## src/rtl/gpio_cfg_pkg.sv

```systemverilog
// Shared configuration-word layout for the GPIO pad controller.
package gpio_cfg_pkg;

   localparam int CFG_W = 13;

   // Bit positions of each field inside the 13-bit configuration word
   localparam int MGMT_ENA_BIT  = 0;
   localparam int OUT_DIS_BIT   = 1;
   localparam int HOLDOVER_BIT  = 2;
   localparam int INP_DIS_BIT   = 3;
   localparam int IB_MODE_BIT   = 4;
   localparam int ANA_EN_BIT    = 5;
   localparam int ANA_SEL_BIT   = 6;
   localparam int ANA_POL_BIT   = 7;
   localparam int SLOW_SEL_BIT  = 8;
   localparam int VTRIP_SEL_BIT = 9;
   localparam int DM_LSB        = 10;
   localparam int DM_MSB        = 12;

   // Power-up configuration: management owns the pad, output disabled, dm=001
   localparam logic [CFG_W-1:0] DEFAULT_CFG = 13'h0403;

   // Shift counter: a load is only accepted after exactly CNT_FULL shifts
   localparam int               CNT_W    = 4;
   localparam logic [CNT_W-1:0] CNT_FULL = 4'd13;
   localparam logic [CNT_W-1:0] CNT_MAX  = 4'd15;

   // Extract the three drive-mode bits from a configuration word
   function automatic logic [2:0] cfgDm(input logic [CFG_W-1:0] cfg);
      return cfg[DM_MSB:DM_LSB];
   endfunction

endpackage

```

## src/rtl/gpio_cfg_shift.sv

```systemverilog
// Serial configuration chain stage: shift register, bit counter, shadow
// register and sticky length-error flag.
module gpio_cfg_shift
   import gpio_cfg_pkg::*;
#(
   parameter logic [CFG_W-1:0] RESET_CFG = DEFAULT_CFG
) (
   input  logic             clock,
   input  logic             resetb,
   input  logic             serial_data_i,
   input  logic             shift_en_i,
   input  logic             load_i,
   output logic             serial_data_o,
   output logic             cfg_err_o,
   output logic [CFG_W-1:0] shadow_o
);

   logic [CFG_W-1:0] shift_reg_q, shift_reg_d;
   logic [CFG_W-1:0] shadow_q, shadow_d;
   logic [CNT_W-1:0] cnt_q, cnt_d;
   logic             err_q, err_d;

   // Next-state logic; a load always sees the pre-shift register and count
   always_comb begin
      shift_reg_d = shift_reg_q;
      shadow_d    = shadow_q;
      cnt_d       = cnt_q;
      err_d       = err_q;
      if (shift_en_i) begin
         shift_reg_d = {shift_reg_q[CFG_W-2:0], serial_data_i};
      end
      if (load_i) begin
         if (cnt_q == CNT_FULL) begin
            shadow_d = shift_reg_q;
         end else begin
            err_d = 1'b1;
         end
         cnt_d = shift_en_i ? 4'd1 : 4'd0;
      end else if (shift_en_i && (cnt_q != CNT_MAX)) begin
         cnt_d = cnt_q + 4'd1;
      end
   end

   // State registers; reset restores the default configuration at once
   always_ff @(posedge clock or negedge resetb) begin
      if (!resetb) begin
         shift_reg_q <= '0;
         shadow_q    <= RESET_CFG;
         cnt_q       <= '0;
         err_q       <= 1'b0;
      end else begin
         shift_reg_q <= shift_reg_d;
         shadow_q    <= shadow_d;
         cnt_q       <= cnt_d;
         err_q       <= err_d;
      end
   end

   assign serial_data_o = shift_reg_q[CFG_W-1];
   assign cfg_err_o     = err_q;
   assign shadow_o      = shadow_q;

endmodule

```

## src/rtl/gpio_pad_ctrl.sv

```systemverilog
// GPIO pad controller: serially configured pad settings plus the
// management/user data-path mux between the core and the pad.
module gpio_pad_ctrl
   import gpio_cfg_pkg::*;
#(
   parameter logic [CFG_W-1:0] DEFAULT_CFG = gpio_cfg_pkg::DEFAULT_CFG
) (
   input  logic       clock,
   input  logic       resetb,
   input  logic       serial_data_in,
   input  logic       shift_en,
   input  logic       load,
   output logic       serial_data_out,
   output logic       cfg_err,
   input  logic       mgmt_gpio_out,
   input  logic       mgmt_gpio_oeb,
   output logic       mgmt_gpio_in,
   input  logic       user_gpio_out,
   input  logic       user_gpio_oeb,
   output logic       user_gpio_in,
   input  logic       pad_gpio_in,
   output logic       pad_gpio_out,
   output logic       pad_gpio_outenb,
   output logic       pad_gpio_holdover,
   output logic       pad_gpio_inenb,
   output logic       pad_gpio_ib_mode_sel,
   output logic       pad_gpio_analog_en,
   output logic       pad_gpio_analog_sel,
   output logic       pad_gpio_analog_pol,
   output logic       pad_gpio_slow_sel,
   output logic       pad_gpio_vtrip_sel,
   output logic [2:0] pad_gpio_dm
);

   logic [CFG_W-1:0] shadow;
   logic             mgmtEna;
   logic             outDis;

   gpio_cfg_shift #(
      .RESET_CFG (DEFAULT_CFG)
   ) u_shift (
      .clock         (clock),
      .resetb        (resetb),
      .serial_data_i (serial_data_in),
      .shift_en_i    (shift_en),
      .load_i        (load),
      .serial_data_o (serial_data_out),
      .cfg_err_o     (cfg_err),
      .shadow_o      (shadow)
   );

   assign mgmtEna = shadow[MGMT_ENA_BIT];
   assign outDis  = shadow[OUT_DIS_BIT];

   // Pad static settings come straight from the registered shadow word
   assign pad_gpio_holdover    = shadow[HOLDOVER_BIT];
   assign pad_gpio_inenb       = shadow[INP_DIS_BIT];
   assign pad_gpio_ib_mode_sel = shadow[IB_MODE_BIT];
   assign pad_gpio_analog_en   = shadow[ANA_EN_BIT];
   assign pad_gpio_analog_sel  = shadow[ANA_SEL_BIT];
   assign pad_gpio_analog_pol  = shadow[ANA_POL_BIT];
   assign pad_gpio_slow_sel    = shadow[SLOW_SEL_BIT];
   assign pad_gpio_vtrip_sel   = shadow[VTRIP_SEL_BIT];
   assign pad_gpio_dm          = cfgDm(shadow);

   // Data path: management or user side drives the pad, out_dis forces tristate
   assign pad_gpio_out    = mgmtEna ? mgmt_gpio_out : user_gpio_out;
   assign pad_gpio_outenb = outDis ? 1'b1 : (mgmtEna ? mgmt_gpio_oeb : user_gpio_oeb);
   assign mgmt_gpio_in    = pad_gpio_in;
   assign user_gpio_in    = pad_gpio_in & ~mgmtEna;

endmodule

```

## config.mk

```make
export PLATFORM = sky130hd
export DESIGN_NAME = gpio_pad_ctrl
export DESIGN_NICKNAME = d
export VERILOG_FILES = /design/src/rtl/gpio_cfg_pkg.sv /design/src/rtl/gpio_cfg_shift.sv /design/src/rtl/gpio_pad_ctrl.sv
export SDC_FILE = /design/constraint.sdc
export NUM_CORES = 1
export LEC_CHECK = 0
export ABC_AREA = 1
export CAP_MARGIN = 20
export CORE_MARGIN = 2
export CORE_UTILIZATION = 50
export CTS_CLUSTER_SIZE = 16
export DETAILED_ROUTE_END_ITERATION = 10
export GPL_ROUTABILITY_DRIVEN = 0
export PLACE_DENSITY_LB_ADDON = 0.2
export RECOVER_POWER = 25
export SLEW_MARGIN = 40
export SYNTH_ARGS = -nofsm -noshare
export SYNTH_HDL_FRONTEND = slang
export SYNTH_SLANG_ARGS = --single-unit
```

## constraint.sdc

```tcl
create_clock -name clock -period 1.4 [get_ports clock]
set_input_delay 0.14 -clock clock [delete_from_list [all_inputs] [get_ports clock]]
set_output_delay 0.14 -clock clock [all_outputs]
set_load 0.05 [all_outputs]
```

==> results of run 1 <==
==> power groups by stage <==
| stage | logic, uW | registers, uW | clock network, uW |
|---|---|---|---|
| 2_1_floorplan | 168 | 1070 | 0 |
| 3_3_place_gp | 362 | 1050 | 0 |
| 3_5_place_dp | 372 | 1050 | 0 |
| 4_1_cts | 374 | 1030 | 551 |
| 5_1_grt | 399 | 1050 | 590 |
| 6_report | 370 | 1030 | 543 |
==> what timing repair did <==
item,4_1_cts,5_1_grt
setup buffers,0,1
gates resized for setup,2,2
endpoints found under the setup margin,1,2
==> cell type report <==
cell class	count	share of cell area
timing repair buffer	33	0.242
clock buffer	7	0.0301
tap	30	0.0205
sequential	31	0.427
inverter	16	0.0329
clock inverter	1	0.00274
multi-input combinational	87	0.245
==> cell usage after synthesis <==
| master | instances | area [um^2] |
|---|---|---|
| clkbuf_1 | 1 | 3.75 |
| nand2_1 | 33 | 124 |
| dfrtp_1 | 28 | 701 |
| nand3_2 | 1 | 10.0 |
| a21oi_1 | 7 | 35.0 |
| mux2_2 | 1 | 11.3 |
| nand3_1 | 3 | 15.0 |
| buf_4 | 4 | 30.0 |
| o21ai_0 | 14 | 70.1 |
| a21oi_2 | 5 | 43.8 |
| a21o_2 | 1 | 8.76 |
| buf_6 | 2 | 22.5 |
| nor2_4 | 1 | 11.3 |
| buf_2 | 2 | 10.0 |
| inv_1 | 16 | 60.1 |
| nor2_1 | 15 | 56.3 |
| ha_1 | 2 | 25.0 |
| nand4_1 | 3 | 18.8 |
| dfstp_2 | 3 | 78.8 |
| o21a_1 | 1 | 7.51 |
==> critical path: cells and delay by family, from the launching register on <==
family | cells | cell delay (ns)
DFF | 1 | 0.57
buffers and inverters | 2 | 0.21
and+or+nand+nor | 2 | 0.12
==> how the worst max path moves through the flow <==
stage                             start                endpoint  slack [ns]
floorplan              u_shift.cnt_q[1]     u_shift.shadow_o[7]        0.18
CTS                 u_shift.shadow_o[0]         pad_gpio_outenb       0.008
finish              u_shift.shadow_o[0]         pad_gpio_outenb        0.03
global route        u_shift.shadow_o[0]         pad_gpio_outenb       -0.02
detailed placement             shift_en        u_shift.cnt_q[2]        0.05
global placement               shift_en  u_shift.shift_reg_q[4]        0.12
==> kinds of logic (layout without fill, tap and decap cells) <==
group / after synthesis / count (layout) / synth area share
AND/OR/NAND/NOR: 56 / 56 / 0.175
flip-flops: 31 / 31 / 0.581
buffers and inverters: 25 / 57 / 0.0941
multiplexers: 1 / 1 / 0.00839
AO/OA/AOI/OAI: 28 / 28 / 0.123
adder cells (fa/ha/maj): 2 / 2 / 0.0186
==> flip-flops by register name, indices dropped and copies added, names as in the netlist <==
name	cells
u_shift.cnt_q	4
u_shift.shadow_o	13
u_shift.shift_reg_q	13
u_shift.cfg_err_o	1
==> metrics by stage <==
stage | instance area, um^2 | TNS, ns | util | cells
after floorplan | 1340 | 0 | - | 143
after global placement | 1760 | 0 | 0.706 | 196
after detailed placement | 1760 | 0 | 0.706 | 196
after CTS | 1830 | 0 | 0.732 | 204
after global routing | 1830 | -0.0461 | 0.731 | 205
final | 1830 | 0 | 0.731 | 205
==> per-layer routing <==
metal | global-route usage | wire length [um] | vias up
li1 | - | - | 509
met4 | 0.0748 | 42 | 0
met1 | 0.202 | 1110 | 509
met5 | 0 | 0 | -
met3 | 0.0744 | 143 | 5
met2 | 0.310 | 1320 | 30
==> results_tabular.tex, run 1 <==
\begin{tabular}{lr}
\hline
Metric & Value \\
\hline
\multicolumn{2}{l}{\textbf{Outcome}} \\
Result of the run & complete, no violations \\
\multicolumn{2}{l}{\textbf{Cells and area}} \\
Filler Cell Count & approximately 180 \\
Syn-to-layout area delta & 36.1\% \\
Final Net Count & around 190 \\
Most frequent standard cell in the layout excluding fill and tap cells & nand2\_1 \\
Area taken by flip-flops and latches & between 700 and 800 um\^{}2 \\
Most frequent cells in the layout & 31 x nand2\_1, 28 x dfrtp\_1, 15 x inv\_1, 15 x nor2\_1 \\
Footprint of the multi-input gates & 447 um\^{}2 \\
Number of inserted diodes & 0 \\
Layout cell share with drive strength beyond 1 & 0.269 \\
\multicolumn{2}{l}{\textbf{Power and ir drop}} \\
Power Density & 1070 nW/um\^{}2 \\
Switching share of total power & 0.293 \\
Clock network fraction of total power & 0.279 \\
Total power consumption of the routed design & 1950 uW \\
Fraction of power consumed by combinational cells & 0.190 \\
Maximum vdd drop & 915 uV \\
Switching Power & 571 uW \\
Portion of total power attributed to sequential cells & 0.531 \\
Internal portion of total power & 1370 uW \\
Pleak & 0.000868 uW \\
\multicolumn{2}{l}{\textbf{STA}} \\
Maximum clock frequency & 727 MHz \\
Final hold vios & 0 \\
Unrepaired setup endpoints after global routing & true \\
Final WS setup & 0.0254 ns \\
Final clock period utilization by the worst path & 0.982 \\
Worst clock skew on the final layout & 0.0107 ns \\
Post-layout minimum cycle time & 1.37 ns \\
Actual slew at the worst max-slew pin & 0.752 ns \\
Headroom to the max-slew limit & 0.498 \\
Worst hold slack & between 0.4 and 0.5 ns \\
Setup Viol. Count Final & 0 \\
Slew Limit Fails & 0 \\
\multicolumn{2}{l}{\textbf{Place}} \\
DP Worst Slack & between 0.05 and 0.06 ns \\
Number of I/O port buffers & 26 \\
HPWL reported at the end of detailed placement & between 1500 and 2000 um \\
\multicolumn{2}{l}{\textbf{Critical path}} \\
Worst Path Required & 1.26 ns \\
Crit-path cells & inv\_2 > nand2\_2 > nand3\_2 > buf\_12 \\
Startpoint type of the worst setup path & flip-flop \\
Category of the critical setup timing path & flip-flop to primary output \\
Worst flop-to-flop path endpoint & u\_shift.cnt\_q[0] \\
Worst R2R Path Depth & 7 \\
Critical path capture point type & primary output \\
Startpoint of the most critical register-to-register path & u\_shift.cnt\_q[0] \\
Maximum cell stage delay along the critical path & 0.57 ns \\
Critical path peak fanout & 4 \\
Flop-to-flop setup slack & roughly 0.080 ns \\
Critical Path Slowest Stage Cell & dfstp\_2 \\
Data arrival time of the critical path & roughly 1.2 ns \\
\multicolumn{2}{l}{\textbf{Yosys}} \\
Number of nets in the synthesized netlist & 155 \\
Combined area of all synthesized cells & 1340 um\^{}2 \\
Number of distinct library cell variants in the gate-level netlist after synthesis & 20 \\
Synthesized instance count & 143 \\
Seq/Total Area, Yosys & 0.581 \\
Mean Syn Cell Area & 9.39 um\^{}2 \\
Flops \& latches, synth & 31 \\
Synth warn & 0 \\
\multicolumn{2}{l}{\textbf{CTS}} \\
Num CTS Buffers & 5 \\
Clock-pin slew on the worst setup and hold paths & 0.10 ns \\
Clock sink count & 31 \\
Clock network latency to the later pin of the worst-skew pair & between 0.3 and 0.4 ns \\
CTS tree & yes \\
Hold\_buf cts & 0 \\
Number of buffers on the longest clock path & 2 \\
H-tree levels & 2 \\
Clock root buffer master & clkbuf\_4 \\
\multicolumn{2}{l}{\textbf{Floorplan}} \\
Chip Height & 55.8 um \\
Effective utilization at floorplan & 0.537 \\
Die Width & 55.8 um \\
Top-level port count & 27 \\
Rows & 18 \\
Area enclosed by the die boundary & between 3000 and 4000 um\^{}2 \\
Placeable core region & about 2500 um\^{}2 \\
\multicolumn{2}{l}{\textbf{Global routing}} \\
Initial antenna violation count & 0 \\
Vias in the first global route & 1071 \\
Total routing resource utilization after global routing & 0.182 \\
Remaining global-route overflow & 0 \\
Maximum number of pins on one net before global-route repair & 32 \\
Global-route wire length before repair & 4420 um \\
\multicolumn{2}{l}{\textbf{Route}} \\
Total DRC errors in the routed layout & 0 \\
Number of violations reported at the end of detailed-routing iteration 0 & 15 \\
Final WL & 2620 um \\
Routed WL per cell & 12.8 um \\
Count of antenna-violating nets left after detailed routing & 0 \\
Count of TritonRoute iterations in the first routing pass & 4 \\
Vias after detailed routing & 1053 \\
Average via count per standard cell & 5.14 \\
\multicolumn{2}{l}{\textbf{Hold path}} \\
Worst min-delay path category & primary input to async pin \\
\multicolumn{2}{l}{\textbf{Run}} \\
Max Cap Viol & 0 \\
\hline
\end{tabular}
No activity file was read; power rests on OpenSTA's default activity.
==> run 2, diff against run 1 <==
--- a/config.mk
+++ b/config.mk
@@ -8,7 +8,8 @@
 export ABC_AREA = 1
 export CAP_MARGIN = 20
 export CORE_MARGIN = 2
-export CORE_UTILIZATION = 50
+export CORE_UTILIZATION = 52
+export CTS_BUF_LIST = sky130_fd_sc_hd__clkbuf_4 sky130_fd_sc_hd__clkbuf_8
 export CTS_CLUSTER_SIZE = 16
 export DETAILED_ROUTE_END_ITERATION = 10
 export GPL_ROUTABILITY_DRIVEN = 0
==> run 2 against run 1 <==
The flow now finishes with violations (setup timing). Utilization up 1.6 points. Critical path depth unchanged. Maximum frequency down 1.9%. Clock skew down 0.0038 ns. Final cell count up 0.98%. Combinational power up 2%. Sequential power about the same. Non-clock buffer count up 2. Global-route usage up 3.0 points. Worst setup slack worse by 0.026 ns. Routed wire length up 0.73%. Largest cell class unchanged.
==> results_tabular.tex, run 2 (synthesis results as in run 1) <==
\begin{tabular}{lr}
\hline
Metric & Value \\
\hline
\multicolumn{2}{l}{\textbf{Route}} \\
Total DRC errors in the routed layout & 0 (unchanged) \\
Count of antenna-violating nets left after detailed routing & 0 (unchanged) \\
Routed WL per cell & 12.7 um (-0.25\%) \\
Count of TritonRoute iterations in the first routing pass & 4 (unchanged) \\
Number of violations reported at the end of detailed-routing iteration 0 & 15 (unchanged) \\
Final WL & 2640 um (+0.73\%) \\
Vias after detailed routing & 1043 (-0.95\%) \\
Average via count per standard cell & 5.04 (-1.9\%) \\
\multicolumn{2}{l}{\textbf{Floorplan}} \\
Rows & 18 (unchanged) \\
Die Width & 54.8 um (-1.8\%) \\
Placeable core region & 2450 um\^{}2 (-1.8\%) \\
Chip Height & 54.8 um (-1.8\%) \\
Effective utilization at floorplan & 0.547 (+0.00985) \\
Top-level port count & 27 (unchanged) \\
Area enclosed by the die boundary & 3000 um\^{}2 (-3.6\%) \\
\multicolumn{2}{l}{\textbf{Critical path}} \\
Startpoint type of the worst setup path & flip-flop \\
Critical path peak fanout & 4 (unchanged) \\
Worst Path Required & 1.26 ns (about the same) \\
Flop-to-flop setup slack & 0.12 ns (+0.04 ns) \\
Critical path capture point type & primary output \\
Data arrival time of the critical path & 1.26 ns (+0.03 ns) \\
Category of the critical setup timing path & flip-flop to primary output \\
Startpoint of the most critical register-to-register path & u\_shift.cnt\_q[0] \\
Worst flop-to-flop path endpoint & u\_shift.shadow\_o[12] \\
Worst R2R Path Depth & 6 (-1) \\
\multicolumn{2}{l}{\textbf{CTS}} \\
Clock network latency to the later pin of the worst-skew pair & 0.34 ns (about the same) \\
CTS tree & yes \\
Num CTS Buffers & 5 (unchanged) \\
Clock sink count & 31 (unchanged) \\
Clock-pin slew on the worst setup and hold paths & 0.10 ns (about the same) \\
H-tree levels & 2 (unchanged) \\
Clock root buffer master & clkbuf\_4 \\
Number of buffers on the longest clock path & 2 (unchanged) \\
\multicolumn{2}{l}{\textbf{Global routing}} \\
Maximum number of pins on one net before global-route repair & 32 (unchanged) \\
Total routing resource utilization after global routing & 0.212 (+0.0301) \\
Global-route wire length before repair & 4200 um (-5.0\%) \\
Vias in the first global route & 973 (-9.2\%) \\
Initial antenna violation count & 0 (unchanged) \\
Remaining global-route overflow & 0 (unchanged) \\
\multicolumn{2}{l}{\textbf{Cells and area}} \\
Number of inserted diodes & 0 (unchanged) \\
Final Net Count & 188 (+1.1\%) \\
Syn-to-layout area delta & 36.6\% \\
Filler Cell Count & 172 (-6.0\%) \\
Layout cell share with drive strength beyond 1 & 0.294 (+0.0252) \\
Finished Core Util & 0.747 (+0.0165) \\
Most frequent cells in the layout & 31 x nand2\_1, 27 x dfrtp\_1, 15 x inv\_1 \\
Most frequent standard cell in the layout excluding fill and tap cells & nand2\_1 \\
\multicolumn{2}{l}{\textbf{Outcome}} \\
Result of the run & finished with violations \\
Violations in the final reports & setup timing \\
\multicolumn{2}{l}{\textbf{STA}} \\
Post-layout minimum cycle time & 1.40 ns (+0.0263 ns) \\
Final WS setup & -0.000838 ns (-0.0263 ns) \\
Headroom to the max-slew limit & 0.506 (+0.00784) \\
Final hold vios & 0 (unchanged) \\
Actual slew at the worst max-slew pin & 0.741 ns (-0.0118 ns) \\
Worst clock skew on the final layout & 0.00684 ns (-0.00385 ns) \\
Maximum clock frequency & 714 MHz (-1.9\%) \\
Total negative slack for setup checks & -0.000838 ns (-0.000838 ns) \\
Setup Viol. Count Final & 1 (+1) \\
Unrepaired setup endpoints after global routing & true \\
Final clock period utilization by the worst path & 1.00 (+0.0188) \\
Slew Limit Fails & 0 (unchanged) \\
\multicolumn{2}{l}{\textbf{Run}} \\
Max Cap Viol & 0 (unchanged) \\
\multicolumn{2}{l}{\textbf{Place}} \\
Number of I/O port buffers & 26 (unchanged) \\
HPWL reported at the end of detailed placement & 1820 um (+0.22\%) \\
\multicolumn{2}{l}{\textbf{Power and ir drop}} \\
Maximum vdd drop & 1360 uV (+49\%) \\
Pleak & 0.000884 uW (+1.8\%) \\
Power Density & 1170 nW/um\^{}2 (+9.6\%) \\
\multicolumn{2}{l}{\textbf{Hold path}} \\
Worst min-delay path category & primary input to async pin \\
\hline
\end{tabular}
==> run 2: cell types whose count changed in the layout (fill, tap and decap cells not counted) <==
cell,change
buf_4,+5
dfrtp_1,-1
nor2_2,+1
bufinv_16,+1
clkbuf_1,-1
dfrtp_2,+1
buf_12,-3
nor2_1,-1
==> run 2: critical path: stages (launching register included) <==
cell and delay [ns]:
dfstp_2 0.58, inv_2 0.06, nand2_2 0.06, nand3_2 0.08, buf_12 0.16
==> run 2: area by class of cell <==
type | count | area [um^2] | share of cell area
sequential | 31 | 781 | 0.426
clock inverter | 2 | 35.0 | 0.0191
inverter | 16 | 60.1 | 0.0327
clock buffer | 6 | 51.3 | 0.0280
multi-input combinational | 87 | 449 | 0.245
timing repair buffer | 35 | 420 | 0.229
tap | 30 | 37.5 | 0.0205
==> run 2: what timing repair did <==
| item | in CTS | in global routing |
|---|---|---|
| buffers inserted | 2 | 1 |
| resized for setup | 3 | 3 |
| endpoints found under the setup margin | 2 | 19 |
| hold buffers | 0 | 0 |
| hold endpoints to repair | 0 | 0 |
==> run 2: layer usage <==
layer  global-route usage  vias up  wire, um  part of all wire
met2                0.355       31      1360              0.52
met5                    0        -         0                 0
li1                     -      515         -                 -
met3               0.0929        8       165             0.063
met1                0.224      489      1060              0.40
met4                0.108        0        54             0.020
==> run 2: through the flow <==
stage               setup WS [ns]  hold slack (ns)  power (uW)  instances  area (um^2)
CTS                      -0.00183            0.148        2170        206         1840
global placement           0.0822            0.464        1400        196         1730
finish                  -0.000838            0.387        2140        207         1830
detailed placement         0.0551            0.479        1420        196         1730
global route              -0.0533            0.411        2240        207         1830
floorplan                   0.176           -0.156        1240        143         1340
==> run 2: worst max path at each step <==
stage / slack (ns) / end / depth (start not counted) / start
floorplan: 0.18 / u_shift.shadow_o[7] / 7 / u_shift.cnt_q[1]
global placement: 0.08 / u_shift.cnt_q[0] / 6 / shift_en
detailed placement: 0.06 / u_shift.cnt_q[0] / 6 / shift_en
CTS: -0.002 / pad_gpio_outenb / 4 / u_shift.shadow_o[0]
global route: -0.05 / pad_gpio_outenb / 4 / u_shift.shadow_o[0]
finish: -0.0008 / pad_gpio_outenb / 4 / u_shift.shadow_o[0]
==> run 2: power breakdown <==
group	internal, uW	leakage (uW)	switching (uW)	total, uW
Sequential	976	0.000374	52.7	1030
Clock	422	0.0000482	312	734
Combinational	159	0.000462	220	379
==> run 3, diff against run 2 <==
--- a/config.mk
+++ b/config.mk
@@ -14,7 +14,7 @@
 export DETAILED_ROUTE_END_ITERATION = 10
 export GPL_ROUTABILITY_DRIVEN = 0
 export PLACE_DENSITY_LB_ADDON = 0.2
-export RECOVER_POWER = 25
+export RECOVER_POWER = 100
 export SLEW_MARGIN = 40
 export SYNTH_ARGS = -nofsm -noshare
 export SYNTH_HDL_FRONTEND = slang
==> run 3 against run 2 <==
The flow still finishes with violations (setup timing). Sequential share of layout area increased by 2.8 points. Maximum frequency is 0.33% lower. Utilization fell by 4.5 points. Combinational power shrank 7.7%. Routed wire length increased by 0.72%. Critical path type unchanged.
==> results_tabular.tex, run 3 (synthesis results as in run 1) <==
\begin{tabular}{lr}
\hline
Metric & Value \\
\hline
\multicolumn{2}{l}{\textbf{Outcome}} \\
Result of the run & finished with violations \\
Violations in the final reports & setup timing \\
\multicolumn{2}{l}{\textbf{Route}} \\
Total DRC errors in the routed layout & 0 (unchanged) \\
Vias after detailed routing & 1037 (-0.58\%) \\
Count of TritonRoute iterations in the first routing pass & 4 (unchanged) \\
Final WL & 2660 um (+0.72\%) \\
Number of violations reported at the end of detailed-routing iteration 0 & 14 (-1) \\
Count of antenna-violating nets left after detailed routing & 0 (unchanged) \\
Routed WL per cell & 12.8 um (+0.72\%) \\
Average via count per standard cell & 5.01 (-0.58\%) \\
\multicolumn{2}{l}{\textbf{Power and ir drop}} \\
Pleak & 0.000841 uW (-4.8\%) \\
Portion of total power attributed to sequential cells & 0.486 (+0.006) \\
Maximum vdd drop & 1360 uV (about the same) \\
Clock network fraction of total power & 0.348 (+0.005) \\
Power Density & 1220 nW/um\^{}2 (+4.9\%) \\
Fraction of power consumed by combinational cells & 0.166 (-0.011) \\
Switching Power & 583 uW (-0.33\%) \\
Internal portion of total power & 1530 uW (-1.9\%) \\
Total power consumption of the routed design & 2110 uW (-1.4\%) \\
Switching share of total power & 0.276 (+0.00309) \\
\multicolumn{2}{l}{\textbf{Place}} \\
Placed cell count & 196 (unchanged) \\
HPWL reported at the end of detailed placement & 1820 um (unchanged) \\
Number of I/O port buffers & 26 (unchanged) \\
DP Worst Slack & 0.0551 ns (unchanged) \\
\multicolumn{2}{l}{\textbf{Run}} \\
Max Cap Viol & 0 (unchanged) \\
\multicolumn{2}{l}{\textbf{Cells and area}} \\
Layout cell share with drive strength beyond 1 & 0.271 (-0.0226) \\
Area taken by flip-flops and latches & 781 um\^{}2 (unchanged) \\
Footprint of the multi-input gates & 447 um\^{}2 (-0.56\%) \\
Most frequent standard cell in the layout excluding fill and tap cells & nand2\_1 \\
Final Net Count & 188 (unchanged) \\
Syn-to-layout area delta & 28.3\% \\
Most frequent cells in the layout & 31 x nand2\_1, 27 x dfrtp\_1, 15 x inv\_1, 15 x nor2\_1, 14 x o21ai\_0 \\
Final Non-Filler Cells & 207 (unchanged) \\
Number of inserted diodes & 0 (unchanged) \\
Filler Cell Count & 190 (+10\%) \\
\multicolumn{2}{l}{\textbf{STA}} \\
Headroom to the max-slew limit & 0.506 (about the same) \\
Post-layout minimum cycle time & 1.41 ns (+0.00463 ns) \\
Unrepaired setup endpoints after global routing & true \\
Setup Viol. Count Final & 1 (unchanged) \\
Maximum clock frequency & 712 MHz (-0.33\%) \\
Actual slew at the worst max-slew pin & 0.741 ns (+0.000669 ns) \\
Worst clock skew on the final layout & 0.00648 ns (-0.000362 ns) \\
Final clock period utilization by the worst path & 1.00 (+0.00331) \\
Final WS setup & -0.00547 ns (-0.00463 ns) \\
Slew Limit Fails & 0 (unchanged) \\
Final hold vios & 0 (unchanged) \\
\multicolumn{2}{l}{\textbf{CTS}} \\
Clock root buffer master & clkbuf\_4 \\
Hold\_buf cts & 0 (unchanged) \\
Clock sink count & 31 (unchanged) \\
Clock-pin slew on the worst setup and hold paths & 0.10 ns (about the same) \\
Number of buffers on the longest clock path & 2 (unchanged) \\
Num CTS Buffers & 5 (unchanged) \\
CTS tree & yes \\
H-tree levels & 2 (unchanged) \\
Clock network latency to the later pin of the worst-skew pair & 0.34 ns (about the same) \\
\multicolumn{2}{l}{\textbf{Floorplan}} \\
Chip Height & 54.8 um (unchanged) \\
Effective utilization at floorplan & 0.547 (unchanged) \\
Top-level port count & 27 (unchanged) \\
Die Width & 54.8 um (unchanged) \\
Rows & 18 (unchanged) \\
Placeable core region & 2450 um\^{}2 (unchanged) \\
Area enclosed by the die boundary & 3000 um\^{}2 (unchanged) \\
\multicolumn{2}{l}{\textbf{Global routing}} \\
Vias in the first global route & 973 (unchanged) \\
Global-route wire length before repair & 4200 um (unchanged) \\
Total routing resource utilization after global routing & 0.212 (unchanged) \\
Maximum number of pins on one net before global-route repair & 32 (unchanged) \\
Initial antenna violation count & 0 (unchanged) \\
Remaining global-route overflow & 0 (unchanged) \\
\multicolumn{2}{l}{\textbf{Critical path}} \\
Maximum cell stage delay along the critical path & 0.58 ns (about the same) \\
Data arrival time of the critical path & 1.27 ns (about the same) \\
Critical path capture point type & primary output \\
Worst Path Required & 1.26 ns (about the same) \\
Gate family responsible for the most delay along the worst path & flip-flops \\
Crit-path cells & inv\_2 > nand2\_2 > nand3\_2 > buf\_12 \\
Critical Path Slowest Stage Cell & dfstp\_2 \\
Critical path buffer and inverter count & 2 (unchanged) \\
Critical path peak fanout & 4 (unchanged) \\
Category of the critical setup timing path & flip-flop to primary output \\
Startpoint type of the worst setup path & flip-flop \\
\multicolumn{2}{l}{\textbf{Hold path}} \\
Worst min-delay path category & primary input to async pin \\
\hline
\end{tabular}
==> run 3: final timing paths <==
check / startpoint / endpoint / slack, ns / cells after the start
min: resetb / u_shift.shadow_o[12] / 0.39 / 2
max: u_shift.shadow_o[0] / pad_gpio_outenb / -0.005 / 4
max in group asynchronous: resetb / u_shift.cnt_q[0] / 0.49 / 2
max reg2reg: u_shift.cnt_q[0] / u_shift.shadow_o[12] / 0.08 / 6
min in group clock: serial_data_in / u_shift.shift_reg_q[0] / 0.42 / 2
min reg2reg: u_shift.cfg_err_o / u_shift.cfg_err_o / 0.48 / 1
==> run 3: what timing repair did <==
| item | in CTS | in global routing |
|---|---|---|
| endpoints found under the setup margin | 2 | 19 |
| hold endpoints to repair | 0 | 0 |
| gates resized for setup | 3 | 3 |
| cloned | 0 | 0 |
| pin swaps | 0 | 0 |
| buffers inserted | 2 | 1 |
==> run 3: layout make-up <==
cell class	count	share of cell area
sequential	31	0.453
multi-input combinational	87	0.259
timing repair buffer	35	0.181
inverter	16	0.0349
clock buffer	6	0.0298
tap	30	0.0218
clock inverter	2	0.0203
==> run 3: power by group through the flow <==
| stage | clock (uW) | sequential (uW) | combinational (uW) |
|---|---|---|---|
| floorplan | 0 | 1070 | 168 |
| global placement | 0 | 1040 | 359 |
| detailed placement | 0 | 1050 | 372 |
| CTS | 757 | 1030 | 381 |
| global route | 793 | 1030 | 384 |
| finish | 735 | 1020 | 350 |
==> run 3: stage by stage <==
| step | setup TNS (ns) | hold WS (ns) | utilization | cell area (um^2) |
|---|---|---|---|---|
| after floorplan | 0 | -0.156 | - | 1340 |
| after global placement | 0 | 0.464 | 0.703 | 1730 |
| after detailed placement | 0 | 0.479 | 0.703 | 1730 |
| after CTS | -0.00183 | 0.148 | 0.748 | 1840 |
| after global routing | -0.326 | 0.411 | 0.702 | 1720 |
| final | -0.00547 | 0.386 | 0.702 | 1720 |
==> run 3: worst reg2reg max path, delay by kind of cell (launching register included) <==
family	cells	cell delay, ns
AO/OA/AOI/OAI	1	0.12
adder cells (fa/ha/maj)	1	0.19
buffers and inverters	1	0.21
flip-flops	1	0.42
AND/OR/NAND/NOR	3	0.33
==> run 3: layer usage <==
metal  track usage  up-vias  routed length (um)  part of all wire
li1              -      514                   -                 -
met1         0.224      488                1070              0.40
met2         0.355       28                1370              0.52
met3        0.0929        7                 157             0.059
met4         0.108        0                  54             0.020
met5             0        -                   0                 0
